### config.mk
export PLATFORM = sky130hd
export DESIGN_NAME = char_map_writer_flat
export DESIGN_NICKNAME = d
export VERILOG_FILES = /design/src/rtl/char_map_writer_pkg.sv /design/src/rtl/char_map_writer_if.sv /design/src/rtl/char_map_writer_cursor.sv /design/src/rtl/char_map_writer.sv /design/src/flat_wrapper.sv
export SDC_FILE = /design/constraint.sdc
export NUM_CORES = 1
export LEC_CHECK = 0
export BUFFER_PORTS_ARGS = -buffer_cell sky130_fd_sc_hd__buf_4
export CAP_MARGIN = 20
export CORE_MARGIN = 1.5
export CORE_UTILIZATION = 63
export CTS_CLUSTER_DIAMETER = 100
export DETAILED_ROUTE_END_ITERATION = 8
export GPL_ROUTABILITY_DRIVEN = 0
export HOLD_SLACK_MARGIN = 0.1
export MAX_ROUTING_LAYER = met4
export PLACE_DENSITY_LB_ADDON = 0.15
export SLEW_MARGIN = 20
export SYNTH_ARGS = -nofsm -noshare
export SYNTH_HDL_FRONTEND = slang
export SYNTH_SLANG_ARGS = --single-unit
### constraint.sdc
create_clock -name clk_i -period 8.9 [get_ports clk_i]
set_clock_uncertainty 0.05 [all_clocks]
set_input_delay 1.78 -clock clk_i [delete_from_list [all_inputs] [get_ports clk_i]]
set_output_delay 1.78 -clock clk_i [all_outputs]
set_load 0.005 [all_outputs]
### src/rtl/char_map_writer_pkg.sv
// Shared character-map geometry, control codes and writer FSM states.
package char_map_writer_pkg;

  localparam int CH_MAP_ADDR_WIDTH = 12;
  localparam int CH_H_WIDTH        = 7;
  localparam int CH_V_WIDTH        = 5;
  localparam int CH_DATA_W         = 8;

  localparam int CH_COLS  = 80;
  localparam int CH_ROWS  = 30;
  localparam int CH_CELLS = CH_COLS * CH_ROWS;

  localparam logic [CH_DATA_W-1:0] CH_FILL  = 8'h20;
  localparam logic [CH_DATA_W-1:0] ASCII_LF = 8'h0A;
  localparam logic [CH_DATA_W-1:0] ASCII_CR = 8'h0D;
  localparam logic [CH_DATA_W-1:0] ASCII_BS = 8'h08;

  typedef enum logic [1:0] {
    ST_IDLE,
    ST_CLR_LINE,
    ST_CLR_SCREEN
  } char_map_writer_state_e;

  function automatic logic is_printable(input logic [CH_DATA_W-1:0] c);
    return (c >= 8'h20) && (c <= 8'h7E);
  endfunction

endpackage

### src/rtl/char_map_writer_if.sv
// Host character port plus character-map write port of the text writer.
interface char_map_writer_if;
  import char_map_writer_pkg::*;

  logic                         ch_valid_i;
  logic                         ch_ready_o;
  logic [CH_DATA_W-1:0]         ch_data_i;
  logic                         clear_i;
  logic                         we_o;
  logic [CH_MAP_ADDR_WIDTH-1:0] waddr_o;
  logic [CH_DATA_W-1:0]         wdata_o;
  logic [CH_H_WIDTH-1:0]        cursor_col_o;
  logic [CH_V_WIDTH-1:0]        cursor_row_o;
  logic                         busy_o;

  modport slave (
    input  ch_valid_i, ch_data_i, clear_i,
    output ch_ready_o, we_o, waddr_o, wdata_o, cursor_col_o, cursor_row_o, busy_o
  );

  modport master (
    output ch_valid_i, ch_data_i, clear_i,
    input  ch_ready_o, we_o, waddr_o, wdata_o, cursor_col_o, cursor_row_o, busy_o
  );

endinterface

### src/rtl/char_map_writer_cursor.sv
// Text cursor (col,row) with wrap, plus its linear cell address row*80+col.
// Controls take effect at the next clock edge; home has priority over the rest.
module char_cursor
  import char_map_writer_pkg::*;
(
  input  logic                         clk_i,
  input  logic                         arstn_i,
  input  logic                         inc,
  input  logic                         cr,
  input  logic                         bs,
  input  logic                         lf,
  input  logic                         home,
  output logic [CH_H_WIDTH-1:0]        col,
  output logic [CH_V_WIDTH-1:0]        row,
  output logic                         eol,
  output logic [CH_MAP_ADDR_WIDTH-1:0] addr
);

  logic [CH_V_WIDTH-1:0]        row_next;
  logic [CH_MAP_ADDR_WIDTH-1:0] row_ext;

  assign eol      = (col == CH_H_WIDTH'(CH_COLS - 1));
  assign row_next = (row == CH_V_WIDTH'(CH_ROWS - 1)) ? '0 : row + 1'b1;

  // row*80 as two shifts so the read and write paths map identically
  assign row_ext = CH_MAP_ADDR_WIDTH'(row);
  assign addr    = (row_ext << 6) + (row_ext << 4) + CH_MAP_ADDR_WIDTH'(col);

  always_ff @(posedge clk_i or negedge arstn_i) begin
    if (!arstn_i) begin
      col <= '0;
      row <= '0;
    end else if (home) begin
      col <= '0;
      row <= '0;
    end else if (lf || (inc && eol)) begin
      col <= '0;
      row <= row_next;
    end else if (inc) begin
      col <= col + 1'b1;
    end else if (cr) begin
      col <= '0;
    end else if (bs && (col != '0)) begin
      col <= col - 1'b1;
    end
  end

endmodule

### src/rtl/char_map_writer.sv
// Character stream to character-map writer with cursor, line clear and screen clear.
// Writes appear one cycle after acceptance; ready drops for the whole of any clear sequence.
module char_map_writer
  import char_map_writer_pkg::*;
#(
  parameter logic [CH_DATA_W-1:0] FILL_CHAR = CH_FILL
) (
  input  logic            clk_i,
  input  logic            arstn_i,
  char_map_writer_if.slave bus
);

  char_map_writer_state_e       state, state_nxt;
  logic [CH_MAP_ADDR_WIDTH-1:0] cnt, cnt_nxt;
  logic                         wr_en;
  logic [CH_MAP_ADDR_WIDTH-1:0] wr_addr;
  logic [CH_DATA_W-1:0]         wr_data;
  logic                         we_q;
  logic [CH_MAP_ADDR_WIDTH-1:0] waddr_q;
  logic [CH_DATA_W-1:0]         wdata_q;
  logic                         ready, accept;
  logic                         cur_inc, cur_cr, cur_bs, cur_lf, cur_home, cur_eol;
  logic [CH_MAP_ADDR_WIDTH-1:0] cur_addr;
  logic [CH_H_WIDTH-1:0]        cur_col;
  logic [CH_V_WIDTH-1:0]        cur_row;

  char_cursor u_cursor (
    .clk_i  (clk_i),
    .arstn_i(arstn_i),
    .inc    (cur_inc),
    .cr     (cur_cr),
    .bs     (cur_bs),
    .lf     (cur_lf),
    .home   (cur_home),
    .col    (cur_col),
    .row    (cur_row),
    .eol    (cur_eol),
    .addr   (cur_addr)
  );

  assign ready  = (state == ST_IDLE);
  assign accept = bus.ch_valid_i & ready;

  always_comb begin
    state_nxt = state;
    cnt_nxt   = cnt;
    wr_en     = 1'b0;
    wr_addr   = cur_addr;
    wr_data   = bus.ch_data_i;
    cur_inc   = 1'b0;
    cur_cr    = 1'b0;
    cur_bs    = 1'b0;
    cur_lf    = 1'b0;
    cur_home  = 1'b0;
    // A screen clear overrides everything, including a character accepted this cycle
    if (bus.clear_i) begin
      state_nxt = ST_CLR_SCREEN;
      cnt_nxt   = '0;
      cur_home  = 1'b1;
    end else begin
      case (state)
        ST_IDLE: begin
          if (accept) begin
            if (is_printable(bus.ch_data_i)) begin
              wr_en   = 1'b1;
              cur_inc = 1'b1;
              if (cur_eol) begin
                state_nxt = ST_CLR_LINE;
                cnt_nxt   = '0;
              end
            end else if (bus.ch_data_i == ASCII_LF) begin
              cur_lf    = 1'b1;
              state_nxt = ST_CLR_LINE;
              cnt_nxt   = '0;
            end else if (bus.ch_data_i == ASCII_CR) begin
              cur_cr = 1'b1;
            end else if (bus.ch_data_i == ASCII_BS) begin
              cur_bs = 1'b1;
            end
          end
        end
        ST_CLR_LINE: begin
          // cursor already sits at column 0 of the new row, so cur_addr is the row base
          wr_en   = 1'b1;
          wr_addr = cur_addr + cnt;
          wr_data = FILL_CHAR;
          if (cnt == CH_MAP_ADDR_WIDTH'(CH_COLS - 1)) begin
            state_nxt = ST_IDLE;
            cnt_nxt   = '0;
          end else begin
            cnt_nxt = cnt + 1'b1;
          end
        end
        ST_CLR_SCREEN: begin
          wr_en   = 1'b1;
          wr_addr = cnt;
          wr_data = FILL_CHAR;
          if (cnt == CH_MAP_ADDR_WIDTH'(CH_CELLS - 1)) begin
            state_nxt = ST_IDLE;
            cnt_nxt   = '0;
          end else begin
            cnt_nxt = cnt + 1'b1;
          end
        end
        default: state_nxt = ST_IDLE;
      endcase
    end
  end

  always_ff @(posedge clk_i or negedge arstn_i) begin
    if (!arstn_i) begin
      state   <= ST_IDLE;
      cnt     <= '0;
      we_q    <= 1'b0;
      waddr_q <= '0;
      wdata_q <= '0;
    end else begin
      state <= state_nxt;
      cnt   <= cnt_nxt;
      we_q  <= wr_en;
      if (wr_en) begin
        waddr_q <= wr_addr;
        wdata_q <= wr_data;
      end
    end
  end

  assign bus.ch_ready_o   = ready;
  assign bus.busy_o       = ~ready;
  assign bus.we_o         = we_q;
  assign bus.waddr_o      = waddr_q;
  assign bus.wdata_o      = wdata_q;
  assign bus.cursor_col_o = cur_col;
  assign bus.cursor_row_o = cur_row;

endmodule

### src/flat_wrapper.sv
// flat-port wrapper written by rule: the top's interface ports become plain ports
module char_map_writer_flat import char_map_writer_pkg::*;
#(
  parameter logic [CH_DATA_W-1:0] FILL_CHAR = CH_FILL
)
  (clk_i, arstn_i, bus_ch_valid_i, bus_ch_data_i, bus_clear_i, bus_ch_ready_o, bus_we_o, bus_waddr_o, bus_wdata_o, bus_cursor_col_o, bus_cursor_row_o, bus_busy_o);
  char_map_writer_if bus_i ();
  input  logic clk_i;
  input  logic arstn_i;
  input wire logic [$bits(bus_i.ch_valid_i)-1:0] bus_ch_valid_i;
  input wire logic [$bits(bus_i.ch_data_i)-1:0] bus_ch_data_i;
  input wire logic [$bits(bus_i.clear_i)-1:0] bus_clear_i;
  output wire logic [$bits(bus_i.ch_ready_o)-1:0] bus_ch_ready_o;
  output wire logic [$bits(bus_i.we_o)-1:0] bus_we_o;
  output wire logic [$bits(bus_i.waddr_o)-1:0] bus_waddr_o;
  output wire logic [$bits(bus_i.wdata_o)-1:0] bus_wdata_o;
  output wire logic [$bits(bus_i.cursor_col_o)-1:0] bus_cursor_col_o;
  output wire logic [$bits(bus_i.cursor_row_o)-1:0] bus_cursor_row_o;
  output wire logic [$bits(bus_i.busy_o)-1:0] bus_busy_o;
  assign bus_i.ch_valid_i = bus_ch_valid_i;
  assign bus_i.ch_data_i = bus_ch_data_i;
  assign bus_i.clear_i = bus_clear_i;
  assign bus_ch_ready_o = bus_i.ch_ready_o;
  assign bus_we_o = bus_i.we_o;
  assign bus_waddr_o = bus_i.waddr_o;
  assign bus_wdata_o = bus_i.wdata_o;
  assign bus_cursor_col_o = bus_i.cursor_col_o;
  assign bus_cursor_row_o = bus_i.cursor_row_o;
  assign bus_busy_o = bus_i.busy_o;
  char_map_writer #(.FILL_CHAR(FILL_CHAR)) u_core (.clk_i(clk_i), .arstn_i(arstn_i), .bus(bus_i));
endmodule
==> results of run 1 <==
[cells by family after synthesis]
family                   Yosys count
flip-flops                        47
XOR/XNOR                          14
buffers and inverters             38
AO/OA/AOI/OAI                    134
AND/OR/NAND/NOR                  133
multiplexers                       7
adder cells (fa/ha/maj)           33
[area by class of cell]
type | instances | area [sq um]
timing repair buffer | 46 | 345
fill | 431 | 1460
inverter | 21 | 78.8
tap | 72 | 90.1
sequential | 47 | 1180
clock inverter | 2 | 37.5
clock buffer | 5 | 68.8
multi-input combinational | 321 | 2220
[flip-flops by register name, summed over array words and instances (netlist names)]
name	count
u_core.cnt	12
u_core.u_cursor.col	7
u_core.u_cursor.row	5
u_core.bus.wdata_o	8
u_core.bus.waddr_o	12
u_core.state	2
u_core.bus.we_o	1
[layout by cell type, fill, tap and decap left out, types with 7 or more instances in the layout]
master	n
buf_4	46
and3_1	8
nor2_1	26
xnor2_1	9
ha_1	30
nand2_1	44
nand3_1	12
a21oi_1	23
o31ai_1	8
dfrtp_1	47
o21ai_0	45
inv_1	21
a21o_1	7
nand4_1	8
[per-layer routing]
| layer | GRT usage [%] | vias to the layer above | part of all wire, % |
|---|---|---|---|
| li1 | - | 1569 | - |
| met2 | 48.3 | 81 | 49 |
| met5 | - | - | 0 |
| met3 | 3.84 | 17 | 5.6 |
| met4 | 10.0 | 0 | 2.1 |
| met1 | 40.4 | 1565 | 43 |
[critical path: stages, from the launching register on]
cell      delay (ps)
dfrtp_1          470
inv_1            120
fa_1             530
fa_1             470
nor2b_1          180
o21a_1           130
nor2_1            40
xnor2_1          250
ha_1             370
a21oi_1          170
o21ai_0          150
mux2i_1          150
a221oi_1         280
nand4_1          180
o221a_2          170
[stage by stage]
step	area [sq um]	worst slack, ps
after global placement	3910	5040
after CTS	4010	5140
after floorplan	3560	5430
after detailed placement	3910	4930
final	4010	5090
after global routing	4010	4820
[power by group]
| part | switching, mW | internal [mW] |
|---|---|---|
| Sequential | 0.0370 | 0.257 |
| Clock | 0.0759 | 0.0822 |
| Combinational | 0.155 | 0.125 |
[worst max path at each step]
stage                                         to  slack [ps]  depth (start not counted)
after global routing      u_core.bus.waddr_o[10]        4820                         14
after global placement    u_core.bus.waddr_o[10]        5040                          7
after detailed placement           u_core.cnt[5]        4930                          5
after CTS                 u_core.bus.waddr_o[10]        5140                         14
final                     u_core.bus.waddr_o[10]        5090                         14
after floorplan           u_core.bus.waddr_o[10]        5430                         15
==> results.sh, run 1 <==
export IMPL_die_y_microns=78.1
export IMPL_grt_use_total_pct=30.3
export IMPL_drv_slew=0
export IMPL_overflow=0
export IMPL_wl_per_cell_microns=16.6
export IMPL_port_buffers=46
export IMPL_grt_pass1_vias=2955
export IMPL_holdPathStages=2
export IMPL_start_util_pct=65.0
export IMPL_ios=47
export IMPL_yosysTopAreaCell="dfrtp_1"
export IMPL_rsz0062_at_grt="no"
export IMPL_antenna_found_initial=0
export IMPL_fp_dieW_microns=78.1
export IMPL_hold_class="register to register"
export IMPL_clockRootBuffer="clkbuf_8"
export IMPL_via_per_inst=6.29
export IMPL_end_kind="register"
export IMPL_synth_main_ff_cell="dfrtp_1"
export IMPL_cts_setup_buffers=0
export IMPL_clkTransAtPathRegs_ps=100
export IMPL_setup_viol=0
export IMPL_dieArea_sq_um=6110
export IMPL_antenna_cells=0
export IMPL_grt_max_degree=48
export IMPL_synth_seq_area_share_pct=33.1
export IMPL_cts_sink_count=47
export IMPL_worstSetupPathType="register to register"
export IMPL_insertion_delay_ps=310
export IMPL_startpoint_type="register"
export IMPL_synth_xor_area_share_pct=3.45
export IMPL_synthSimpleGateAreaFrac_pct=18.9
export IMPL_areaGrowthSynthToFinish_pct=12.8
export IMPL_worstHoldEndpoint="u_core.bus.waddr_o[2]"
export IMPL_cts_max_path_buffers=2
export IMPL_synthTopCellsByArea="dfrtp_1 (33%), ha_1 (11%), o21ai_0 (6.3%), nand2_1 (4.6%), a21oi_1 (3.2%)"
export IMPL_synth_nets=451
export IMPL_worstRegToRegCells=14
export IMPL_cts_tree="built"
export IMPL_nets=487
export IMPL_p_total_mw=0.732
export IMPL_period_needed_ps=3810
export IMPL_r2r_end="u_core.bus.waddr_o[10]"
export IMPL_hold_violations=0
export IMPL_cts_buffers=5
export IMPL_cp_required_ps=9050
export IMPL_finalCritPeriodShare_pct=42.8
export IMPL_cap_violations=0
export IMPL_synth_edf_count=0
export IMPL_powerDensity_nw_per_um2=182
export IMPL_whs_ps=439
export IMPL_ys_seq_elements=47
export IMPL_wl_mm=8.55
export IMPL_max_freq_mhz=262
export IMPL_synthMuxAreaShare_pct=2.08
export IMPL_leakage_nw=1.92
export IMPL_htree_levels=2
export IMPL_max_slew_margin_pct=38.9
export IMPL_cts_hold_buf=0
export IMPL_rrSetupSlack_ps=5090
export IMPL_dr_pass1_iters=4
export IMPL_yosysTopAreaCellShare_pct=33.1
export IMPL_synth_cell_types=65
export IMPL_r2r_start="u_core.u_cursor.row[0]"
export IMPL_cts_resized=0
export IMPL_final_cells=514
export IMPL_drc_errors=0
export IMPL_synth_most_common_cell="dfrtp_1"
export IMPL_cp_max_fo=8
export IMPL_synth_top_family_by_area="compound AO/OA/AOI/OAI gates"
export IMPL_hpwl_mm=6.33
export IMPL_design_core_area_sq_um=5470
export IMPL_fin_util_pct=73.3
export IMPL_drtAntennaViolNets=0
export IMPL_synthTopCellsByCount="dfrtp_1 (47), o21ai_0 (45), nand2_1 (44), ha_1 (30), nor2_1 (26)"
export IMPL_async_reset_ff_share_pct=100
export IMPL_syn_cell_area_sq_um=3560
export IMPL_setup_tns_ps=0
export IMPL_synth_compound_area_share_pct=25.7
export IMPL_tightest_slew_ps=916
export IMPL_drt_iter0_markers=283
export IMPL_synthAdderAreaFrac_pct=12.2
export IMPL_syn_area_per_cell_sq_um=8.76
export IMPL_drive_gt1_share_pct=15.4
export IMPL_arrival_ps=3960
export IMPL_vias=3232
export IMPL_grt_pass1_wl_mm=14.4
export IMPL_status="completed"
export IMPL_synth_cells=406
export IMPL_yosys_warnings=0
export IMPL_hp_start="u_core.bus.waddr_o[2]"
export IMPL_crit_start="u_core.u_cursor.row[0]"
export IMPL_dp_cells=507
export IMPL_irDropWorstVdd_mv=0.123
export IMPL_rows=27
Note: power is estimated with default switching activity, not from simulation.
==> inputs of run 2 (changes only) <==
--- a/config.mk
+++ b/config.mk
@@ -8,7 +8,7 @@
 export BUFFER_PORTS_ARGS = -buffer_cell sky130_fd_sc_hd__buf_4
 export CAP_MARGIN = 20
 export CORE_MARGIN = 1.5
-export CORE_UTILIZATION = 63
+export CORE_UTILIZATION = 53
 export CTS_CLUSTER_DIAMETER = 100
 export DETAILED_ROUTE_END_ITERATION = 8
 export GPL_ROUTABILITY_DRIVEN = 0
==> constraint.sdc (replaced) <==
create_clock -name clk_i -period 3.35 [get_ports clk_i]
set_clock_uncertainty 0.05 [all_clocks]
set_input_delay 0.67 -clock clk_i [delete_from_list [all_inputs] [get_ports clk_i]]
set_output_delay 0.67 -clock clk_i [all_outputs]
set_load 0.005 [all_outputs]
==> run 2 against run 1 <==
Non-clock buffer count increased by 31. Worst hold slack lost 120 ps. Core utilization down 5.4 points. Register-to-register slack got worse by 5000 ps. Critical endpoint unchanged. Largest power group is now combinational logic. Highest routed layer unchanged.
==> results.sh, run 2 (synthesized netlist as in run 1, its figures left out) <==
export IMPL_cts_max_path_buffers=2
export IMPL_irDropWorstVdd_mv=0.215
export IMPL_grt_pass1_wl_mm=15.2
export IMPL_r2r_end="u_core.bus.waddr_o[10]"
export IMPL_max_slew_margin_pct=53.5
export IMPL_fin_util_pct=68.0
export IMPL_vias=3386
export IMPL_grt_max_degree=48
export IMPL_pre_cts_ws_ps=-78.0
export IMPL_worstRegToRegCells=13
export IMPL_crit_top_cell="nand4_1"
export IMPL_dieArea_sq_um=7210
export IMPL_timing_final_ws_setup_ps=49.1
export IMPL_port_buffers=46
export IMPL_drc_errors=0
export IMPL_cts_buffers=5
export IMPL_design_core_area_sq_um=6420
export IMPL_powerDensity_nw_per_um2=451
export IMPL_fp_dieW_microns=84.9
export IMPL_cap_violations=0
export IMPL_drt_iter0_markers=252
export IMPL_setup_viol=0
export IMPL_worstSetupPathType="register to register"
export IMPL_die_y_microns=84.9
export IMPL_leakage_nw=2.10
export IMPL_setup_tns_ps=0
export IMPL_whs_ps=316
export IMPL_antenna_cells=0
export IMPL_overflow=0
export IMPL_ios=47
export IMPL_cts_sink_count=47
export IMPL_wl_per_cell_microns=17.0
export IMPL_rrSetupSlack_ps=50
export IMPL_max_freq_mhz=303
export IMPL_insertion_delay_ps=310
export IMPL_tightest_slew_ps=692
export IMPL_cp_max_fo=7
export IMPL_nets=518
export IMPL_wl_mm=9.38
export IMPL_hold_class="primary input to asynchronous set/reset pin"
export IMPL_dr_pass1_iters=5
export IMPL_timing_critical_path_cells="ha_1, ha_2, inv_2, fa_2, nor2b_2, o21a_1, nor2_2, xnor2_2, ha_4, nand4_1, or4_1, nand4_1, o221a_2"
export IMPL_rsz0062_at_grt="yes"
export IMPL_drive_gt1_share_pct=25.3
export IMPL_finalCritPeriodShare_pct=98.5
export IMPL_grt_use_total_pct=27.0
export IMPL_slowest_stage="or4_1"
export IMPL_final_common_cell="buf_4"
export IMPL_fillCellCount=536
export IMPL_r2r_start="u_core.u_cursor.row[1]"
export IMPL_drtAntennaViolNets=0
export IMPL_cts_tree="built"
export IMPL_crit_start="u_core.u_cursor.row[1]"
export IMPL_hold_violations=0
export IMPL_grt_pass1_vias=3132
export IMPL_htree_levels=2
export IMPL_clkTransAtPathRegs_ps=90
export IMPL_layout_common_cells="buf_4 (77), dfrtp_1 (46), o21ai_0 (44), nand2_1 (44), nor2_1 (25)"
export IMPL_status="completed"
export IMPL_hpwl_mm=6.48
export IMPL_drv_slew=0
export IMPL_arrival_ps=3510
export IMPL_period_needed_ps=3300
export IMPL_via_per_inst=6.15
export IMPL_design_area_sq_um=4370
export IMPL_start_util_pct=55.4
export IMPL_areaGrowthSynthToFinish_pct=22.7
export IMPL_clockRootBuffer="clkbuf_8"
export IMPL_rows=29
export IMPL_antenna_found_initial=0
export IMPL_cp_required_ps=3560
export IMPL_startpoint_type="register"
export IMPL_postPlaceCellArea_sq_um=4080
export IMPL_slowest_delay_ps=560
export IMPL_end_kind="register"
-- run 2: changes by cell type in the layout (fill, tap and decap cells not counted), moves of 2 or more --
cell | previous run | this run
a21oi_1 | 23 | 19
a21oi_2 | 0 | 3
buf_4 | 46 | 77
clkbuf_1 | 0 | 2
ha_1 | 30 | 24
ha_4 | 0 | 5
inv_1 | 21 | 19
inv_2 | 0 | 2
xnor2_1 | 9 | 5
xnor2_2 | 0 | 4
-- run 2: per-stage QoR --
step | instances | total power [mW]
global placement | 534 | 1.56
global route | 551 | 2.09
floorplan | 406 | 1.24
finish | 551 | 1.97
detailed placement | 534 | 1.59
CTS | 548 | 1.93
-- run 2: how the worst max path moves through the flow --
stage,slack (ps),depth (start not counted),to
after global routing,-100,15,u_core.bus.waddr_o[11]
after global placement,6,13,u_core.bus.waddr_o[11]
final,50,13,u_core.bus.waddr_o[10]
after detailed placement,-80,13,u_core.bus.waddr_o[11]
after floorplan,10,15,u_core.bus.waddr_o[10]
after CTS,-2,12,u_core.bus.waddr_o[9]
-- run 2: report_power, final --
group          switching (mW)  total, mW  internal [mW]
clock                   0.205      0.352          0.147
combinational           0.453      0.845          0.392
sequential             0.0904      0.773          0.683
-- run 2: final cells by class --
| class | count | area, sq um | area share [%] |
|---|---|---|---|
| timing repair buffer | 77 | 578 | 13.2 |
| sequential | 47 | 1180 | 27.0 |
| tap | 77 | 96.3 | 2.21 |
| inverter | 21 | 78.8 | 1.81 |
| multi-input combinational | 321 | 2350 | 53.9 |
| clock buffer | 7 | 76.3 | 1.75 |
| clock inverter | 1 | 5.00 | 0.115 |
-- run 2: per-layer routing --
metal | wire (microns) | GRT usage [%] | vias to the layer above
met5 | 0 | - | -
met1 | 4190 | 37.0 | 1641
met4 | 151 | 5.96 | 0
met2 | 4610 | 43.6 | 93
met3 | 416 | 2.72 | 16
li1 | - | - | 1636
-- run 2: critical path, delay by kind of cell, from the launching register on --
family	cells	cell delay, ps
buffers and inverters	1	40
DFF	1	410
adders and majority gates	4	1200
AOI/OAI and AO/OA	2	340
and+or+nand+nor	5	1050
xor gates and xnor gates	1	160
-- run 2: repair_timing --
action / 4_1_cts / 5_1_grt
endpoints found under the setup margin: 4 / 4
hold buffers: 0 / 0
buffers inserted: 6 / 3
endpoints found under the hold margin: 0 / 0
pin swaps: 7 / 18
resized for setup: 4 / 19
